**src/rtl/ram_arb2_pkg.sv**
```systemverilog
// Shared encodings and default widths for the two-requester RAM arbiter.
package ram_arb2_pkg;

  typedef enum logic {
    ST_IDLE   = 1'b0,
    ST_ACCESS = 1'b1
  } state_t;

  localparam logic ID_REQ0 = 1'b0;
  localparam logic ID_REQ1 = 1'b1;

  localparam int AW_DEF = 2;
  localparam int DW_DEF = 4;

endpackage

```
**src/rtl/ram_arb2_pick.sv**
```systemverilog
// Combinational 2-way picker: round-robin on ties, or fixed priority to
// requester 0 when RAM_ARB2_FIXED_PRIO_EN is defined.
module arb2_pick
  import ram_arb2_pkg::*;
(
  input  logic req0,
  input  logic req1,
  input  logic last,
  output logic winner,
  output logic any
);

  assign any = req0 | req1;

`ifdef RAM_ARB2_FIXED_PRIO_EN
  logic unused_last;
  assign unused_last = last;
  assign winner = req0 ? ID_REQ0 : ID_REQ1;
`else
  always_comb begin
    winner = ID_REQ0;
    if (req0 && req1) begin
      // Tie goes to whoever was not served most recently.
      winner = (last == ID_REQ0) ? ID_REQ1 : ID_REQ0;
    end else if (req1) begin
      winner = ID_REQ1;
    end
  end
`endif

endmodule

```
**src/rtl/ram_arb2.sv**
```systemverilog
// Two-requester arbiter/sequencer owning a small register-file RAM.
// Tie-break policy selectable with RAM_ARB2_FIXED_PRIO_EN (default round-robin).
module ram_arb2
  import ram_arb2_pkg::*;
#(
  parameter int AW = AW_DEF,
  parameter int DW = DW_DEF
) (
  input  logic          clk,
  input  logic          rst,
  input  logic          req0,
  input  logic          we0,
  input  logic [AW-1:0] addr0,
  input  logic [DW-1:0] wdata0,
  input  logic          req1,
  input  logic          we1,
  input  logic [AW-1:0] addr1,
  input  logic [DW-1:0] wdata1,
  output logic          gnt0,
  output logic          gnt1,
  output logic [DW-1:0] rdata,
  output logic          rvalid0,
  output logic          rvalid1,
  output logic          busy
);

  state_t        state, state_nx;
  logic          last;
  logic          id_q;
  logic          we_q;
  logic [AW-1:0] addr_q;
  logic [DW-1:0] wdata_q;
  logic [DW-1:0] mem [2**AW];

  logic          winner;
  logic          any;
  logic          latch;

  arb2_pick u_pick (
    .req0   (req0),
    .req1   (req1),
    .last   (last),
    .winner (winner),
    .any    (any)
  );

  always_ff @(posedge clk) begin
    if (rst) begin
      state <= ST_IDLE;
    end else begin
      state <= state_nx;
    end
  end

  always_comb begin
    state_nx = state;
    latch    = 1'b0;
    gnt0     = 1'b0;
    gnt1     = 1'b0;
    busy     = 1'b0;
    case (state)
      ST_IDLE: begin
        if (any) begin
          state_nx = ST_ACCESS;
          latch    = 1'b1;
        end
      end
      ST_ACCESS: begin
        busy     = 1'b1;
        gnt0     = (id_q == ID_REQ0);
        gnt1     = (id_q == ID_REQ1);
        state_nx = ST_IDLE;
      end
      default: state_nx = ST_IDLE;
    endcase
  end

  // Request capture at IDLE->ACCESS; the access itself commits at the end of ACCESS.
  always_ff @(posedge clk) begin
    if (rst) begin
      last    <= ID_REQ1;
      id_q    <= ID_REQ0;
      we_q    <= 1'b0;
      addr_q  <= '0;
      wdata_q <= '0;
      rdata   <= '0;
      rvalid0 <= 1'b0;
      rvalid1 <= 1'b0;
      mem     <= '{default: '0};
    end else begin
      if (latch) begin
        id_q    <= winner;
        we_q    <= (winner == ID_REQ1) ? we1    : we0;
        addr_q  <= (winner == ID_REQ1) ? addr1  : addr0;
        wdata_q <= (winner == ID_REQ1) ? wdata1 : wdata0;
      end
      rvalid0 <= (state == ST_ACCESS) && !we_q && (id_q == ID_REQ0);
      rvalid1 <= (state == ST_ACCESS) && !we_q && (id_q == ID_REQ1);
      if (state == ST_ACCESS) begin
        last <= id_q;
        if (we_q) begin
          mem[addr_q] <= wdata_q;
        end else begin
          rdata <= mem[addr_q];
        end
      end
    end
  end

endmodule

```
**config.mk**
```make
export PLATFORM = sky130hd
export DESIGN_NAME = ram_arb2
export DESIGN_NICKNAME = d
export VERILOG_FILES = /design/src/rtl/ram_arb2_pkg.sv /design/src/rtl/ram_arb2_pick.sv /design/src/rtl/ram_arb2.sv
export SDC_FILE = /design/constraint.sdc
export NUM_CORES = 1
export LEC_CHECK = 0
export CAP_MARGIN = 20
export CORE_MARGIN = 10
export CORE_UTILIZATION = 54
export DETAILED_ROUTE_END_ITERATION = 8
export PLACE_DENSITY_LB_ADDON = 0.25
export SYNTH_ARGS = -nofsm -noshare
export SYNTH_HDL_FRONTEND = slang
export SYNTH_SLANG_ARGS = --single-unit
export TNS_END_PERCENT = 100
```
**constraint.sdc**
```tcl
create_clock -name clk -period 2 [get_ports clk]
set_clock_uncertainty 0.15 [all_clocks]
set_input_delay 0.4 -clock clk [delete_from_list [all_inputs] [get_ports clk]]
set_output_delay 0.4 -clock clk [all_outputs]
set_load 0.02 [all_outputs]
```
; ---- Word level (Yosys, flattened, before mapping)
; Index checks and enable logic that the tools add are counted.
[op_classes]
n_lt_le_gt_ge = 2
n_mux = 18
bitwise_logic = 5
reduce_logical = 8
[op_table]
columns = op, count
row1 = $bwmux W16, 1
row2 = $mux W4, 4
row3 = $mux W1, 9
row4 = $bmux W4 S2, 1
row5 = $demux W4 S2, 1
row6 = $logic_and A1 B1 Y1, 5
row7 = $reduce_and A2 Y1, 2
row8 = $ge A3 B3 Y1 const B, 1
row9 = $lt A3 B1 Y1 const B, 1
row10 = $not A1 Y1, 3
row11 = $not A2 Y3, 1
row12 = $mux W2, 1
row13 = $pmux W1 S2, 1
row14 = $logic_not A1 Y1, 1
row15 = $or A1 B1 Y1, 1
[word_totals]
ff_bits = 32
in_bits = 18
elab_cells = 46

; ---- Logic depth before layout (Yosys ltp)
; Gate-level depths: netlist (run 1).
[logic_depth]
depth_word = 6
mapped_depth = 6
ltp_nobuf = 3

; ---- Modules after synthesis
; A second synthesis (run 1) with hierarchy kept.
[unflattened]
hier_cells = 126
area_unflattened_um2 = 1350.0
[by_module_without_submodules]
columns = mod, n_inst, cells_per_inst, area_per_inst_um2, seq_area_each_um2
row1 = ram_arb2, 1, 124, 1336.3, 640.6
row2 = arb2_pick, 1, 2, 13.8, 0.0

; ---- Worst setup path after synthesis (run 1)
; No wires, ideal clock.
[synth_path]
path_kind = register to output
from = register state
to = output port gnt1
arrival_time_ns = 0.975
required_ns = 1.450
setup_slack_ns = 0.475
path_stages_with_launch = 4
cell_sequence = dfxtp_1 -> buf_6 -> inv_1 -> nor2_1
[synth_via]
elab_chain_len = 1
[synth_lines]
columns = element, line
row1 = start: declaration, ram_arb2.sv:27  ; state_t state, state_nx;
row2 = start signal: assignment, ram_arb2.sv:51  ; state <= state_nx;
row3 = $mux W1, ram_arb2.sv:61  ; case (state)
row4 = end: declaration, ram_arb2.sv:20  ; output logic gnt1,
; Every way passes these cells.

; ---- Final worst setup path (run 1)
[layout_path]
from = register rdata[2]
to = output port rdata[2]
[layout_rtl]
columns = element, line
row1 = start: declaration, ram_arb2.sv:21  ; output logic [DW-1:0] rdata,
row2 = start signal: assignment, ram_arb2.sv:104  ; rdata <= mem[addr_q];
; No word-level cell between the ends.

==> implementation parameters, run 1 <==
Parameter                              Value

Min path
  Hold crit path type    reg2reg
  Min-delay src    id_q

Power and ir drop
  Clock Power Share    approximately 36%
  P_leak    ~0.00077 uW
  Maximum vdd ir drop    roughly 0.66 mV
  Net switching power    311 uW
  Reg power frac    a little over half
  Cell Int Power    1010 uW
  Combinational Power Share    between 10% and 20%
  PwrDens    approximately 780 nW/um^2
  Sw Share    a little under a quarter

Routing
  Routed vias/inst    5.35
  Violation count after the first detailed-route iteration    53
  Routed length per instance    15.1 um
  Detailed Route WL    approximately 2700 um
  Number of vias in the routed layout    approximately 970
  First-pass iteration count of the detailed router    4
  Residual antenna-violating net count after detailed routing    0
  DRC    0

Floorplan
  Area of the die    around 5000 sq um
  Standard-cell rows    18
  I/O pin cnt    27
  Width of the chip    between 70 and 80 um
  Die span in y    a little over 70 um
  Core ar.    around 2500 sq um
  Starting utilization of the core area    56.2%

Logic synthesis
  Count of warnings emitted by yosys    0
  Library cell with the largest summed area after synthesis    sky130_fd_sc_hd__dfxtp_1
  Post-Syn Instances    126
  Syn nets    144
  Synthesized area    1390 sq um
  Cell types occupying the most area after synthesis    sky130_fd_sc_hd__dfxtp_1 (46%), sky130_fd_sc_hd__mux2i_1 (19%), sky130_fd_sc_hd__nor2_1 (7.3%)
  Distinct cells, synth    24
  Yosys top cell area share    between 40% and 50%
  Total of flip-flops plus latches after synthesis    32
  Share of the yosys chip area belonging to registers    between 40% and 50%
  Synthesized area divided by synthesized cell count    11.0 sq um

Finish
  Total area of multi-input combinational cells    around 650 sq um
  Most common library cell in the layout ignoring fill and taps    sky130_fd_sc_hd__dfxtp_1
  Fin cells    approximately 180
  Relative area change from synthesis to final layout    21.5%
  Storage cell area    641 sq um
  Utilization after layout    68.2%
  Fraction of layout cells with a size suffix above 1    between 10% and 20%
  Diode count    0
  Final nets    ~170
  Fillers    202
  Highest-count cells in the layout ignoring fill and taps    sky130_fd_sc_hd__dfxtp_1 (32), sky130_fd_sc_hd__nor2_1 (27), sky130_fd_sc_hd__mux2i_1 (27)

Placed design
  Placement Setup Slack    0.164 ns
  DP HPWL    2080 um
  Count of port buffers added during placement    26
  Final RePlAce weighted congestion    0.773
  Cell total after placement    roughly 170

Clock network
  Root cell of the clock tree    sky130_fd_sc_hd__clkbuf_4
  Inserted Clock Buffers    5
  Deepest clock path buffer count    2
  Level count of the clock H-tree    2
  CTS tree    yes
  Number of sinks handled by clock tree synthesis    32
  CTS clock-pin slew for the worst setup and hold paths    0.10 ns
  Clock latency of the later-clocked register in the worst-skew pair    approximately 0.32 ns

Critical path
  Cell-by-cell trace of the critical path    clkdlybuf4s50_1
  Worst r2r src    addr_q[0]
  Worst path top cell family by delay    buffers and inverters
  Endpoint class of the critical path    primary output
  Kind of launch point of the worst setup path    register
  Worst setup path startpoint    rdata[2]
  Crit path buffers/inverters    1
  Worst flop-to-flop path endpoint    rdata[2]
  Slowest stage cell on the critical path    sky130_fd_sc_hd__clkdlybuf4s50_1
  Depth of the worst register-to-register path    3
  Arrival time worst endpoint    1.28 ns
  Top fanout value on the critical path    2
  Worst setup path category    reg2out
  Levels on crit path    1
  Critical path capture point    rdata[2]
  Critical Path Max Stage Delay    about 0.62 ns
  WP data required    ~1.5 ns
  Worst reg2reg setup slack    ~0.37 ns

Timing
  Tcrit/Tclk final    between 90% and 100%
  Worst hold slack    between 0.3 and 0.4 ns
  Count of endpoints failing setup in the final report    0
  Setup slack of the critical path after layout    about 0.17 ns
  Slew of the pin with the lowest slew margin    about 0.44 ns
  Number of max-slew violations in the final report    0
  Final number of hold-violating endpoints    0
  Relative slew slack    between 70% and 80%
  Total Neg Setup Slack    0 ns
  Highest attainable clock frequency    approximately 0.55 GHz
  Setup repair after global routing missed its margin    no
  Final critical-path required period    between 1.5 and 2 ns

GRT
  Wire length of the first global-routing pass    ~4500 um
  Initial antenna violation count    0
  Via count of the first global-routing pass    roughly 940
  Total global routing track utilization    roughly 11%
  Aggregate global routing overflow    0
  Maximum number of pins on one net before global-route repair    17

Job
  Number of maximum-capacitance constraint violations    0

Run status
  Outcome    complete, no violations
cell type report:
class,count,area share [%]
Clock buffer,6,2.44
Timing Repair Buffer,29,16.7
Sequential cell,32,37.9
Inverter,2,0.444
Clock inverter,2,2.07
Multi-Input combinational cell,80,38.2
Tap cell,30,2.22
power groups by stage:
stage	Clock, uW	Sequential, uW	Combinational, uW
floorplan	0	691	129
global placement	0	706	154
detailed placement	0	708	157
CTS	485	694	156
global route	510	699	167
finish	474	693	154
cells in the mapped netlist:
master and n:
sky130_fd_sc_hd__a211o_1 1, sky130_fd_sc_hd__a211oi_1 5, sky130_fd_sc_hd__a211oi_2 2, sky130_fd_sc_hd__a21bo_2 1
sky130_fd_sc_hd__and4bb_2 1, sky130_fd_sc_hd__buf_1 1, sky130_fd_sc_hd__buf_12 1, sky130_fd_sc_hd__buf_2 2
sky130_fd_sc_hd__buf_4 3, sky130_fd_sc_hd__buf_6 3, sky130_fd_sc_hd__clkbuf_1 2, sky130_fd_sc_hd__dfxtp_1 32
sky130_fd_sc_hd__inv_1 2, sky130_fd_sc_hd__mux2i_1 27, sky130_fd_sc_hd__mux4_2 4, sky130_fd_sc_hd__nand2b_1 1
sky130_fd_sc_hd__nand4_1 1, sky130_fd_sc_hd__nand4b_1 2, sky130_fd_sc_hd__nor2_1 27, sky130_fd_sc_hd__nor2_2 2
sky130_fd_sc_hd__nor2b_1 2, sky130_fd_sc_hd__nor4_1 2, sky130_fd_sc_hd__o21ba_4 1, sky130_fd_sc_hd__o22ai_1 1
flip-flops by register name (all words and copies together), names as in the netlist:
signal	count
rdata	4
addr_q	2
state	1
mem	16
rvalid1	1
wdata_q	4
rvalid0	1
last	1
id_q	1
we_q	1
cells by family (layout without fill, tap and decap cells):
family / Yosys count / count (layout) / synth area share [%]
AND/OR/NAND/NOR: 38 / 38 / 13.0
flip-flops: 32 / 32 / 46.0
multiplexers: 31 / 31 / 25.9
buffers and inverters: 14 / 39 / 7.55
AO/OA/AOI/OAI: 11 / 11 / 7.46
metal layers:
layer / GRT usage, % / up-vias / wire [um] / part of all wire (%)
met5: 0 / - / 0 / 0
met4: 5.16 / 0 / 38 / 1.4
met3: 3.49 / 5 / 133 / 4.9
met2: 19.5 / 17 / 1390 / 51
met1: 11.7 / 458 / 1180 / 43
li1: - / 489 / - / -
worst min path at each step:
stage,endpoint,slack (ns),depth (start not counted)
floorplan,rvalid0,0.27,1
global placement,rvalid0,0.29,1
detailed placement,rvalid0,0.29,1
CTS,rvalid0,0.30,1
global route,rvalid0,0.31,1
finish,rvalid0,0.30,1
repair_timing:
| item | in CTS | in global routing |
|---|---|---|
| buffers inserted | 0 | 0 |
| setup endpoints to repair | 2 | 1 |
| cloned | 0 | 0 |
| hold buffers | 0 | 0 |
| resized for setup | 2 | 1 |
stage by stage:
stage	cell area, sq um	total power [uW]
2_1_floorplan	1390	820
3_3_place_gp	1610	860
3_5_place_dp	1610	865
4_1_cts	1690	1330
5_1_grt	1690	1380
6_report	1690	1320
No activity file was read; power rests on OpenSTA's default activity.
==> run 2: changes to the inputs <==
--- a/config.mk
+++ b/config.mk
@@ -6,8 +6,7 @@
 export NUM_CORES = 1
 export LEC_CHECK = 0
 export CAP_MARGIN = 20
-export CORE_MARGIN = 10
-export CORE_UTILIZATION = 54
+export CORE_UTILIZATION = 50
 export DETAILED_ROUTE_END_ITERATION = 8
 export PLACE_DENSITY_LB_ADDON = 0.25
 export SYNTH_ARGS = -nofsm -noshare
==> constraint.sdc (replaced) <==
create_clock -name clk -period 2.1 [get_ports clk]
set_clock_uncertainty 0.15 [all_clocks]
set_input_delay 0.42 -clock clk [delete_from_list [all_inputs] [get_ports clk]]
set_output_delay 0.42 -clock clk [all_outputs]
set_load 0.02 [all_outputs]
==> run 2 against run 1 <==
  * Via count rose by 1.8%
  * Design area fell by 1.2%
  * Critical path depth rose by 1
  * Critical path type unchanged
  * Largest cell class unchanged
==> implementation parameters, run 2 (synthesis gave the netlist of run 1 again) <==
Parameter                              Value

Run status
  Outcome    complete, no violations

Critical path
  Crit path buffers/inverters    2
  WP data required    ~1.5 ns
  Slowest stage cell on the critical path    sky130_fd_sc_hd__clkdlybuf4s50_1
  Top fanout value on the critical path    8
  Endpoint class of the critical path    primary output
  Worst path top cell family by delay    buffers and inverters
  Cell-by-cell trace of the critical path    buf_4 > clkdlybuf4s50_1
  Worst flop-to-flop path endpoint    rdata[2]
  Worst setup path startpoint    state
  Worst reg2reg setup slack    0.47 ns
  Critical path capture point    busy
  Kind of launch point of the worst setup path    register
  Depth of the worst register-to-register path    3
  Arrival time worst endpoint    around 1.4 ns
  Worst setup path category    reg2out
  Worst r2r src    addr_q[0]
  Critical Path Max Stage Delay    0.60 ns
  Levels on crit path    2

Routing
  Residual antenna-violating net count after detailed routing    0
  Routed length per instance    approximately 14 um
  DRC    0
  Routed vias/inst    5.48
  Detailed Route WL    2580 um
  First-pass iteration count of the detailed router    4
  Violation count after the first detailed-route iteration    15
  Number of vias in the routed layout    986

Clock network
  Root cell of the clock tree    sky130_fd_sc_hd__clkbuf_4
  Post-CTS Hold Fix Bufs    0
  Number of sinks handled by clock tree synthesis    32
  CTS clock-pin slew for the worst setup and hold paths    0.09 ns
  Inserted Clock Buffers    5
  Post-CTS Repair Setup Buffers    0
  Clock latency of the later-clocked register in the worst-skew pair    0.33 ns
  Level count of the clock H-tree    2
  CTS tree    yes
  Deepest clock path buffer count    2

Finish
  Biggest registers after layout    mem x16, rdata x4, wdata_q x4
  Diode count    0
  Highest-count cells in the layout ignoring fill and taps    sky130_fd_sc_hd__dfxtp_1 (32), sky130_fd_sc_hd__nor2_1 (27), sky130_fd_sc_hd__mux2i_1 (27)
  Fraction of layout cells with a size suffix above 1    about an eighth
  Relative area change from synthesis to final layout    20.1%
  Utilization after layout    roughly two thirds
  Fin cells    180
  Most common library cell in the layout ignoring fill and taps    sky130_fd_sc_hd__dfxtp_1
  Final design area excluding fillers    1670 sq um
  Final nets    roughly 170
  Top reg by flops    mem
  Max FFs per register    16

Placed design
  Count of port buffers added during placement    26
  Post-place instance area    around 1600 sq um
  Cell total after placement    172
  Final RePlAce weighted congestion    0.743
  DP HPWL    1800 um

GRT
  Aggregate global routing overflow    0
  Total global routing track utilization    a little over a fifth
  Wire length of the first global-routing pass    4220 um
  Initial antenna violation count    0
  Via count of the first global-routing pass    approximately 900
  Maximum number of pins on one net before global-route repair    31

Timing
  Relative slew slack    between 70% and 80%
  Highest attainable clock frequency    roughly 0.50 GHz
  Final number of hold-violating endpoints    0
  Total Neg Setup Slack    0 ns
  Number of max-slew violations in the final report    0
  Setup repair after global routing missed its margin    no
  Slew of the pin with the lowest slew margin    roughly 0.44 ns
  Count of endpoints failing setup in the final report    0
  Final critical-path required period    1.99 ns
  Worst hold slack    0.311 ns
  Tcrit/Tclk final    between 90 and 100%

Floorplan
  I/O pin cnt    27
  Width of the chip    between 50 and 60 um
  Starting utilization of the core area    a little over half
  Area of the die    approximately 3000 sq um
  Standard-cell rows    18
  Die span in y    54.8 um
  Core ar.    between 2000 and 3000 sq um

Min path
  Hold crit path type    reg2reg

Job
  Number of maximum-capacitance constraint violations    0

Power and ir drop
  Maximum vdd ir drop    around 0.55 mV
  P_leak    0.000763 uW
  PwrDens    about 700 nW/um^2
run 2: stage by stage:
step                      setup WS (ns)  power (uW)
after detailed placement          0.227         822
after CTS                       0.00408        1180
after global placement            0.287         818
after global routing             0.0342        1230
final                             0.109        1170
after floorplan                   0.555         781
run 2: metal layers:
layer,routed length (um),vias to the layer above,global-route usage (%)
li1,-,483,-
met1,1150,468,24.8
met2,1280,28,34.9
met3,100,7,5.83
met4,50,0,10.3
met5,0,-,0
run 2: worst min-delay path by stage:
stage / start / endpoint / slack, ns / cells after the start
after floorplan: id_q / rvalid0 / 0.27 / 1
after detailed placement: id_q / rvalid0 / 0.29 / 1
final: id_q / rvalid0 / 0.31 / 1
after global routing: id_q / rvalid0 / 0.34 / 1
after global placement: id_q / rvalid0 / 0.29 / 1
after CTS: id_q / rvalid0 / 0.31 / 1
run 2: timing repair:
| item | CTS | global route |
|---|---|---|
| endpoints found under the setup margin | 0 | 2 |
| gates resized for setup | 0 | 2 |
| hold endpoints to repair | 0 | 0 |
run 2: area by class of cell:
type | count | area [sq um]
inverter | 2 | 7.51
multi-input combinational | 80 | 646
timing repair buffer | 28 | 280
fill | 198 | 875
tap | 30 | 37.5
clock buffer | 8 | 58.8
sequential | 32 | 641
run 2: report_power, final:
part           leakage [uW]  internal (uW)  switching, uW
combinational      0.000470           84.2           64.2
sequential         0.000261            628           31.7
clock             0.0000326            165            200
total              0.000763            877            296
==> run 3: changes to the inputs <==
--- a/config.mk
+++ b/config.mk
@@ -9,6 +9,7 @@
 export CORE_UTILIZATION = 50
 export DETAILED_ROUTE_END_ITERATION = 8
 export PLACE_DENSITY_LB_ADDON = 0.25
+export SKIP_CTS_REPAIR_TIMING = 1
 export SYNTH_ARGS = -nofsm -noshare
 export SYNTH_HDL_FRONTEND = slang
 export SYNTH_SLANG_ARGS = --single-unit
==> results of run 3 <==
No change in the layout: final DEF, timing and power equal those of run 2.
==> variant 1: new RTL, settings of run 3 <==
Set the package constant `DW_DEF` to 3 (it was 4).
--- a/src/rtl/ram_arb2_pkg.sv
+++ b/src/rtl/ram_arb2_pkg.sv
@@ -10,7 +10,7 @@
   localparam logic ID_REQ1 = 1'b1;
 
   localparam int AW_DEF = 2;
-  localparam int DW_DEF = 4;
+  localparam int DW_DEF = 3;
 
 endpackage
 
Ports: changed (resized rdata, wdata0 and wdata1); port bits go from 27 to 24. No check against the original RTL was run, so the function may have changed too.
==> variant 1 against run 3 <==
Clock power down 33%; highest routed layer unchanged; design area down 18%; count of clock-buffer cells in the layout down 4; sequential cell count down 6; power down 23%; global-route usage down 2.5 points; sequential power down 18%; register-to-register slack better by 80 ps; area after synthesis down 20%; cell count down 17%; wire length down 26%; critical path type unchanged; setup slack better by 68 ps.
==> variant 1: results <==
set metrics [dict create \
    leakage_nw 0.6114 \
    seq_area_frac_synth_pct 46.64 \
    antenna_found_initial 0 \
    cpLargestDelayFamily "buffers and inverters" \
    grt_pass1_vias 767 \
    synth_top_flop_cell "dfxtp_1" \
    grtUsageTotal_pct 18.58 \
    yosysWarnings 0 \
    top_regs "mem x12, rdata x3, wdata_q x3" \
    firstDrtPassIters 4 \
    htreeDepth 1 \
    ys_async_sr_fraction_pct 0 \
    grt_use_met1_pct 23.59 \
    place_ws_ps 210.2 \
    cts_buffers 3 \
    nNetsFinal 139 \
    setup_viol_count_final 0 \
    slowest_stage "clkdlybuf4s50_1" \
    status "finished, final reports clean" \
    grt_max_degree 25 \
    clkSlewWorstSetupHoldPaths_ps 130 \
    crit_fanout 11 \
    portBuffers 23 \
    drive_above_1_share_pct 9.836 \
    gp_congestion 0.7097 \
    ys_top_cells_by_area "dfxtp_1, mux2i_1, nor2_1, mux4_2, a211oi_1" \
    ir_drop_uv 437.1 \
    worstPathArrival_ps 1350 \
    via_per_inst 5.389 \
    cts-root-buf "clkbuf_4" \
    synth_commonest_cells "dfxtp_1, nor2_1, mux2i_1" \
    post-dp-hpwl_um 1376 \
    critPathMaxStageDelay_ps 610 \
    grt_pass1_wl_um 3387 \
    cts_buffer_depth 2 \
    ys_types 22 \
    synthesis.nets 119 \
    hp-class "reg2reg" \
    worst_pin_slew_ps 333.6 \
    diodes 0 \
    grt_util_met2_pct 29.91 \
    wl_per_cell_um 12.83 \
    grt_use_met3_pct 2.804 \
    clock_latency_ps 310 \
    dr.first_iter.drc_count 17 \
]
-- variant 1: cell count changes after synthesis, sizes merged, moves of 2 or more --
cell and change:
buf -5, clkbuf +2, dfxtp -6, mux2i -6, nor2 -5
-- variant 1: worst paths after layout --
check                  from       end  slack (ps)  cells past startpoint
setup / recovery      state      busy         180                      1
hold / removal         id_q   rvalid0         330                      1
setup reg to reg  addr_q[0]  rdata[2]         550                      3
hold reg to reg        id_q   rvalid0         330                      1
-- variant 1: logic make-up after synthesis --
kind of cell    synth area share (%)
flops                          46.64
mux                            24.89
buf+inv                        6.164
compound gates                 8.633
simple gates                   13.68
-- variant 1: power by group --
part,total (mW),switching [mW],internal [mW]
clock network,0.244,0.138,0.106
registers,0.542,0.0302,0.512
logic,0.120,0.0480,0.0717
total,0.906,0.216,0.690
-- variant 1: worst register-to-register path: cells and delay by family, from the launching register on --
family	cells	cell delay [ps]
mux	2	720
flops	1	520
simple gates	1	50
-- variant 1: cell type report --
class | count | area (µm²)
fillers | 157 | 654.4
inverters | 1 | 3.754
flip-flops and latches | 26 | 524.3
repair buffers | 24 | 242.7
well taps | 27 | 33.78
clock buffers | 4 | 36.28
multi-input cells | 67 | 526.8
-- variant 1: stage by stage --
step / area, µm² / power [mW] / TNS [ps] / std cells
2_1_floorplan: 1116 / 0.6339 / 0 / 103
3_5_place_dp: 1323 / 0.6742 / 0 / 145
5_1_grt: 1368 / 0.9498 / 0 / 149
3_3_place_gp: 1323 / 0.6706 / 0 / 145
4_1_cts: 1359 / 0.9184 / -346.4 / 149
6_report: 1368 / 0.9063 / 0 / 149
-- variant 1: layer usage --
metal  part of all wire (%)  vias to the layer above
met4                    1.6                        0
li1                       -                      406
met1                     46                      371
met2                     48                       22
met5                      0                        -
met3                    4.4                        4
==> variant 2: new RTL, flow settings as in run 3 <==
Without the edit above. Reset style: asynchronous (`rst`), changed in 2 clocked blocks.
--- a/src/rtl/ram_arb2.sv
+++ b/src/rtl/ram_arb2.sv
@@ -44,7 +44,7 @@
     .any    (any)
   );
 
-  always_ff @(posedge clk) begin
+  always_ff @(posedge clk or posedge rst) begin
     if (rst) begin
       state <= ST_IDLE;
     end else begin
@@ -76,7 +76,7 @@
   end
 
   // Request capture at IDLE->ACCESS; the access itself commits at the end of ACCESS.
-  always_ff @(posedge clk) begin
+  always_ff @(posedge clk or posedge rst) begin
     if (rst) begin
       last    <= ID_REQ1;
       id_q    <= ID_REQ0;
Check against the original RTL: differs if rst is asserted again (counterexample within 4 cycles, from zero or initial values and one cycle with rst high); with rst held inactive, the same outputs for 10 cycles.
==> variant 2 against run 3 <==
Design area increased by 3.2%; die area barely moved; area after synthesis is essentially flat; setup slack improved by 12 ps; utilization up 2.1 points; sequential cell count unchanged; wire length decreased by 7.6%.
Power is not compared: it rests on default switching activity, and its combinational part moved more than twofold at a synthesized area within 25%.
==> variant 2: results <==
set metrics [dict create \
    status "finished, final reports clean" \
    synth_top_flop_cell "dfrtp_1" \
    grt_pass1_wl_um 3795 \
    fin_cells 161 \
    place_ws_ps 247.5 \
    dr.first_iter.drc_count 20 \
    grtUsageTotal_pct 19.86 \
    timing.rr.start "addr_q[0]" \
    postLayoutSetupSlackWorst_ps 121.1 \
    hold_slack_ps 322.9 \
    placed_cell_area_um2 1672 \
    ys_async_sr_fraction_pct 100.0 \
    grt_pass1_vias 846 \
    rr_worst_depth 2 \
    nNetsFinal 149 \
    num_vias 881 \
    grt_max_degree 33 \
    ys_types 18 \
    regToRegSetupSlack_ps 420 \
    synth.mux.area_fraction_pct 27.72 \
    reg2reg_to "rdata[1]" \
    hp-class "in2async" \
    critPathMaxStageDelay_ps 630 \
    synthesis.nets 119 \
    slew_headroom_pct 70.97 \
    ys_top_cells_by_area "dfrtp_1, mux2_2, mux4_2, mux2i_1, o21ai_0" \
    firstDrtPassIters 2 \
    drive_above_1_share_pct 27.48 \
    synth-compound-area-share_pct 4.500 \
    timing.critical_path.from "state" \
    seq_area_frac_synth_pct 57.70 \
    gp_congestion 0.7842 \
]
variant 2: through the flow:
stage | total power [mW] | util [%]
3_3_place_gp | 1.557 | 65.68
5_1_grt | 2.007 | 67.75
2_1_floorplan | 1.384 | -
4_1_cts | 1.908 | 67.50
6_report | 1.888 | 67.75
3_5_place_dp | 1.595 | 65.68
variant 2: worst min path at each step:
stage	startpoint	end	depth (start not counted)
2_1_floorplan	last	last	2
3_3_place_gp	mem[4]	mem[4]	1
3_5_place_dp	mem[4]	mem[4]	1
4_1_cts	rst	mem[14]	3
5_1_grt	mem[4]	mem[4]	1
6_report	rst	rdata[2]	3
variant 2: kinds of logic (layout without fill, tap and decap cells):
family          Yosys count  after routing
compound gates           11             11
simple gates             18             18
buf+inv                   9             39
flops                    32             32
mux                      31             31
variant 2: final cells by class:
type / count / area (µm²)
multi-input cells: 60 / 541.8
flip-flops and latches: 32 / 803.3
repair buffers: 28 / 280.3
inverters: 4 / 15.01
well taps: 30 / 37.54
clock inverters: 1 / 5.005
clock buffers: 6 / 41.29
fillers: 218 / 820.8
variant 2: metal layers:
metal  GRT usage (%)  routed length, µm  vias up
li1                -                  -      417
met1           21.72               1043      430
met2           32.53               1161       27
met3           5.833                112        7
met4           14.10                 62        0
met5               0                  0        -
variant 2: power by group:
| group | switching (mW) | internal [mW] |
|---|---|---|
| clock network | 0.191 | 0.123 |
| logic | 0.209 | 0.369 |
| registers | 0.154 | 0.842 |
| total | 0.554 | 1.33 |
variant 2: worst min-delay path: stages:
cell and delay [ps]:
clkdlybuf4s50_1 400, inv_1 50, buf_4 350
